==> config.mk <==
export PLATFORM = sky130hd
export DESIGN_NAME = mem_port_arbiter
export DESIGN_NICKNAME = d
export VERILOG_FILES = /design/src/rtl/mem_port_arbiter.sv
export SDC_FILE = /design/constraint.sdc
export NUM_CORES = 1
export LEC_CHECK = 0
export ABC_AREA = 1
export CAP_MARGIN = 20
export CORE_ASPECT_RATIO = 0.5
export CORE_MARGIN = 2
export CORE_UTILIZATION = 45
export CTS_BUF_LIST = sky130_fd_sc_hd__clkbuf_8 sky130_fd_sc_hd__clkbuf_16
export CTS_CLUSTER_DIAMETER = 150
export CTS_CLUSTER_SIZE = 25
export DETAILED_ROUTE_END_ITERATION = 10
export GPL_TIMING_DRIVEN = 0
export PLACE_DENSITY_LB_ADDON = 0.05
export SLEW_MARGIN = 20
export SYNTH_ARGS = -nofsm -noshare
export SYNTH_HDL_FRONTEND = slang
export SYNTH_SLANG_ARGS = --single-unit
==> constraint.sdc <==
create_clock -name clk -period 15.71 [get_ports clk]
set_input_delay 2.3565 -clock clk [delete_from_list [all_inputs] [get_ports clk]]
set_output_delay 2.3565 -clock clk [all_outputs]
set_load 0.01 [all_outputs]
==> src/rtl/mem_port_arbiter.sv <==
// =============================================================================
// mem_port_arbiter
// -----------------------------------------------------------------------------
// Shares one single-ported 64-bit memory between the core's instruction-fetch
// port and its data (load/store) port. The core can then run from one unified
// memory instead of separate instruction and data memories.
//
// Data requests normally win. A streak counter limits how many data grants in
// a row may be given while fetch is waiting, so fetch always makes progress.
//
// Each access goes through three states:
//   IDLE -> arbitrate and latch the winner onto the memory-side registers
//   MEM  -> hold m_req/m_we/m_addr/m_wdata until m_ready, capture read data
//   ACK  -> one-cycle ack pulse to the owner; requests are not looked at
//
// Optional build macro:
//   MEM_ARB_STATS_EN  adds the saturating counters stat_fetch, stat_data and
//                     stat_wait. If the macro is undefined, those ports and
//                     counters do not exist.
//
// Parameters:
//   ADDR_BITS     memory word-address width (requesters and memory side)
//   MAX_D_STREAK  data grants allowed in a row while fetch waits (>= 1)
//
// Ports:
//   clk, rst           rising-edge clock, asynchronous active-high reset
//   i_req/i_addr       fetch request (held until i_ack) and word address
//   i_rdata/i_ack      fetched instruction (low 32 bits), completion pulse
//   d_req/d_we         data request (held until d_ack), 1 = store
//   d_addr/d_wdata     data address and store data
//   d_rdata/d_ack      load data, completion pulse
//   m_req/m_we         memory request (held until m_ready), write enable
//   m_addr/m_wdata     memory address and write data
//   m_rdata/m_ready    memory read data, access-complete strobe
//   stat_*             (MEM_ARB_STATS_EN only) usage counters
// =============================================================================
module mem_port_arbiter #(
    parameter int ADDR_BITS    = 6,
    parameter int MAX_D_STREAK = 4
) (
    input  logic                 clk,
    input  logic                 rst,
    // instruction-fetch port
    input  logic                 i_req,
    input  logic [ADDR_BITS-1:0] i_addr,
    output logic [31:0]          i_rdata,
    output logic                 i_ack,
    // data port
    input  logic                 d_req,
    input  logic                 d_we,
    input  logic [ADDR_BITS-1:0] d_addr,
    input  logic [63:0]          d_wdata,
    output logic [63:0]          d_rdata,
    output logic                 d_ack,
    // memory side
    output logic                 m_req,
    output logic                 m_we,
    output logic [ADDR_BITS-1:0] m_addr,
    output logic [63:0]          m_wdata,
    input  logic [63:0]          m_rdata,
    input  logic                 m_ready
`ifdef MEM_ARB_STATS_EN
    ,
    output logic [31:0]          stat_fetch,
    output logic [31:0]          stat_data,
    output logic [31:0]          stat_wait
`endif
);

    // The streak counter must be able to hold MAX_D_STREAK itself.
    localparam int STREAK_W = $clog2(MAX_D_STREAK + 1);
    localparam logic [STREAK_W-1:0] STREAK_MAX = STREAK_W'(MAX_D_STREAK);

    typedef enum logic [1:0] {
        ST_IDLE = 2'd0,
        ST_MEM  = 2'd1,
        ST_ACK  = 2'd2
    } state_t;

    state_t                state_r;
    logic                  owner_d_r;      // 1 = the access in flight belongs to the data port
    logic [STREAK_W-1:0]   streak_r;       // data grants in a row while fetch was waiting

    logic                  streak_at_max_s;
    logic                  grant_d_s;
    logic                  grant_i_s;
    logic [STREAK_W-1:0]   streak_next_s;

    // Arbitration: data wins unless fetch is also waiting and the streak is used up
    always_comb begin
        streak_at_max_s = (streak_r == STREAK_MAX);
        grant_d_s       = 1'b0;
        grant_i_s       = 1'b0;
        if (d_req && !(i_req && streak_at_max_s)) begin
            grant_d_s = 1'b1;
        end else if (i_req) begin
            grant_i_s = 1'b1;
        end else begin
            grant_d_s = 1'b0;
            grant_i_s = 1'b0;
        end
    end

    // Streak update: a data grant only counts against fetch if fetch was waiting
    always_comb begin
        streak_next_s = streak_r;
        if (grant_d_s) begin
            if (i_req) begin
                if (streak_at_max_s) begin
                    streak_next_s = STREAK_MAX;
                end else begin
                    streak_next_s = streak_r + STREAK_W'(1);
                end
            end else begin
                streak_next_s = {STREAK_W{1'b0}};
            end
        end else if (grant_i_s) begin
            streak_next_s = {STREAK_W{1'b0}};
        end else begin
            streak_next_s = streak_r;
        end
    end

    // Access sequencer: latches the winner, drives the memory, pulses the ack
    always_ff @(posedge clk or posedge rst) begin
        if (rst) begin
            state_r   <= ST_IDLE;
            owner_d_r <= 1'b0;
            streak_r  <= {STREAK_W{1'b0}};
            m_req     <= 1'b0;
            m_we      <= 1'b0;
            m_addr    <= {ADDR_BITS{1'b0}};
            m_wdata   <= 64'h0;
            i_ack     <= 1'b0;
            d_ack     <= 1'b0;
            i_rdata   <= 32'h0;
            d_rdata   <= 64'h0;
        end else begin
            case (state_r)
                ST_IDLE: begin
                    i_ack <= 1'b0;
                    d_ack <= 1'b0;
                    if (grant_d_s || grant_i_s) begin
                        // The memory-side registers double as the request latch.
                        state_r   <= ST_MEM;
                        owner_d_r <= grant_d_s;
                        streak_r  <= streak_next_s;
                        m_req     <= 1'b1;
                        m_we      <= grant_d_s ? d_we : 1'b0;
                        m_addr    <= grant_d_s ? d_addr : i_addr;
                        m_wdata   <= grant_d_s ? d_wdata : 64'h0;
                    end
                end
                ST_MEM: begin
                    if (m_ready) begin
                        state_r <= ST_ACK;
                        m_req   <= 1'b0;
                        // Drop the write enable with the request so a store
                        // never appears to be pending outside MEM.
                        m_we    <= 1'b0;
                        if (owner_d_r) begin
                            d_ack <= 1'b1;
                            // A store leaves the last load data untouched.
                            if (!m_we) begin
                                d_rdata <= m_rdata;
                            end
                        end else begin
                            i_ack   <= 1'b1;
                            i_rdata <= m_rdata[31:0];
                        end
                    end
                end
                ST_ACK: begin
                    i_ack   <= 1'b0;
                    d_ack   <= 1'b0;
                    state_r <= ST_IDLE;
                end
                default: begin
                    state_r <= ST_IDLE;
                    m_req   <= 1'b0;
                    m_we    <= 1'b0;
                    i_ack   <= 1'b0;
                    d_ack   <= 1'b0;
                end
            endcase
        end
    end

`ifdef MEM_ARB_STATS_EN
    function automatic logic [31:0] sat_inc(input logic [31:0] value);
        if (value == 32'hFFFF_FFFF) begin
            return value;
        end else begin
            return value + 32'd1;
        end
    endfunction

    // Usage counters: completions per owner, and request-pending cycles with no ack
    always_ff @(posedge clk or posedge rst) begin
        if (rst) begin
            stat_fetch <= 32'h0;
            stat_data  <= 32'h0;
            stat_wait  <= 32'h0;
        end else begin
            if ((state_r == ST_MEM) && m_ready) begin
                if (owner_d_r) begin
                    stat_data <= sat_inc(stat_data);
                end else begin
                    stat_fetch <= sat_inc(stat_fetch);
                end
            end
            if ((i_req || d_req) && !i_ack && !d_ack) begin
                stat_wait <= sat_inc(stat_wait);
            end
        end
    end
`endif

endmodule

==> summary.md <==
| Metric | Value |
|---|---|
| Status | `completed` |
| Crit path depth | `1` |
| Final GP Congestion | `0.811` |
| Largest net degree at the start of global routing | `94` |
| Num CTS Buffers | `17` |
| Post-Syn Area per Cell | `8.71 um^2` |
| Clock Sinks | `176` |
| Hold slack | `473 ps` |
| Root Driver | `clkbuf_16` |
| XOR/XNOR Fraction of Synth Area | `0` |
| H-Tree Depth | `4` |
| Total power | `0.00210 W` |
| Antenna Cells | `0` |
| Max-slew violations | `0` |
| CP max FO | `4` |
| Die width | `179 um` |
| RSZ-0062 raised after global routing | `false` |
| Simple-Gate Fraction of Synth Area | `0.312` |
| Die area | `16,300 um^2` |
| CTS tree | `built` |
| Skew-Pair Late Insertion Delay | `430 ps` |
| Routed length per instance | `15.0 um` |
| Worst EP arrival | `1420 ps` |
| Buf/Inv on CP | `1` |
| Total gr overflow | `0` |
| Busiest grt layer | `met2` |
| Critical Path RT | `13,350 ps` |
| Synth Area in Compound Gates | `0.00438` |
| Post-Syn Area | `6860 um^2` |
| Fin util | `0.743` |
| Slew margin rel. | `0.611` |
| Layout cells sized above 1 | `0.0547` |
| Hold path start | `d_rdata[63]` |
| DRT antenna net count | `0` |
| R2r worst-path depth | `9` |
| FMAX | `0.264 GHz` |
| Type of the tightest min-delay check | `reg -> reg` |
| Hpwl dp | `14,800 um` |
| Total Routing Usage GR | `0.253` |
| Final net count | `1,269` |
| Total number of vias | `6,193` |
| VDD IR max | `93.6 uV` |
| Fillers | `1,128` |
| CTS max path bufs | `2` |
| Proportion of synthesized area in mux cells | `0` |
| Initial Util | `0.468` |
| Reg clk slew, reported paths | `70 ps` |
| Met1 Use GR | `0.292` |
| Reg-to-reg slack, setup | `13,820 ps` |
| First-pass GRT wire length | `31,800 um` |
| LEAKAGE | `5.48 nW` |
| Seq cells post-synth | `176` |
| Grt met3 use | `0.0783` |
| Synth warn | `0` |
| Hold Crit Depth | `2` |
| Max_cap viols | `0` |
| Syn_nets | `935` |
| Post_cts resized | `0` |
| Routed vias/inst | `4.65` |
| Pre-antenna DRT Iters | `5` |
| Initial DRC count | `340` |
| Die Y | `91.3 um` |
| Crit Reg-Reg Startpoint | `streak_r[0]` |
| Final worst-path cycle share | `0.241` |
| Final hold violation count | `0` |
| Setup_tns | `0 ps` |
| Worst Tran Pin Value | `583 ps` |
| Synth Area in Adders | `0.00365` |
| Detailed Route WL | `20,000 um` |
| Row Count | `31` |
| Final setup vio count | `0` |
| Largest family of logic cells by synthesized area | `simple AND/OR/NAND/NOR gates` |
| PwrDens | `193 nW/um^2` |
| Worst setup EP type | `output port` |
| Core area | `14,700 um^2` |
| Hold path endpoint | `d_rdata[63]` |
| I/O pins | `316` |
| Initial antenna violation count | `0` |
| Register area share after synthesis | `0.642` |
| Post CTS Setup Buffer Count | `0` |
| Post-Syn Instances | `787` |
| Area Overhead vs Synth | `58.9%` |
| Layout Skew | `16.9 ps` |
| Routing usage on met2 | `0.445` |
| CP cell instances | `clkdlybuf4s50_1` |
| Library cells used by synthesis | `19` |
| Vias in the first global route | `6,309` |
| Buffers on Ports | `314` |
| RR Endpoint | `m_wdata[36]` |
| Remaining DRCs | `0` |
| Slowest CP cell | `clkdlybuf4s50_1` |
| WS Path Type | `reg -> out` |
| Finished Layout Cells | `1,332` |
| Placed Instances | `1,300` |
| Crit path from | `m_we` |
| Critical path launch point type | `register` |
| Crit path max-delay family | `buffers and inverters` |
| Max stage delay on crit path | `590 ps` |
| Hold buffers post-CTS | `0` |
| Minimum clock period | `3780 ps` |
[Yosys cell counts (all sizes together)]
cell type,instances,area share
nand2,484,0.27
dfrtp,176,0.64
nand3,49,0.037
inv,24,0.013
buf,21,0.015
clkbuf,16,0.0088
nor2,6,0.0055
o21ai,5,0.0036
ha,2,0.0036
a21oi,1,0.00073
nand3b,1,0.0011
nand4,1,0.00091
nor3,1,0.0024
[logic make-up after synthesis]
logic type                 count (synthesis)
and+or+nand+nor                          542
DFF                                      176
AOI/OAI and AO/OA                          6
adders and majority gates                  2
buffers and inverters                     61
[final cells by class]
class                   count  area, um^2  area share
inverters                  24        97.6     0.00896
flip-flops and latches    176        4400       0.404
multi-input cells         550        2200       0.202
clock inverters            15         185      0.0170
well taps                 198         248      0.0227
plain buffers              37         165      0.0152
clock buffers              17         425      0.0391
repair buffers            315        3170       0.291
[where the power goes]
part,switching (W),internal (W),total (W)
Combinational,0.000440,0.000460,0.000900
Clock,0.000198,0.000242,0.000441
Sequential,0.000111,0.000650,0.000761
[registers in the layout (all words and copies together) (netlist names)]
signal	count
i_rdata	32
m_wdata	64
m_we	1
owner_d_r	1
i_ack	1
d_rdata	64
m_req	1
d_ack	1
m_addr	6
streak_r	3
state_r	2
[routing by layer]
| metal | up-vias | share of wire |
|---|---|---|
| met5 | - | 0 |
| met3 | 27 | 0.080 |
| met4 | 0 | 0.020 |
| met1 | 2906 | 0.40 |
| met2 | 183 | 0.50 |
| li1 | 3077 | - |
[how the worst max path moves through the flow]
stage	endpoint	slack [ps]
6_report	m_we	11930
5_1_grt	m_we	11880
4_1_cts	m_we	11900
3_5_place_dp	d_rdata[23]	11620
3_3_place_gp	d_rdata[57]	6250
2_1_floorplan	d_ack	8580
[layout by cell type (no fill, tap or decap), types with 3 or more instances in the layout]
master and n:
nand2_1 483, clkdlybuf4s50_1 314, dfrtp_1 176, nand3_1 47
inv_1 20, buf_2 18, clkbuf_16 17, clkbuf_1 16
inv_6 6, o21ai_0 5, nor2_1 4, inv_8 4
inv_2 3
[stage by stage]
step | area (um^2) | setup WS, ps
after global routing | 10900 | 11880
after detailed placement | 10300 | 11620
after global placement | 10200 | 6250
after CTS | 10900 | 11900
after floorplan | 6860 | 8580
final | 10900 | 11930
Power figures use the tool's default switching activity.
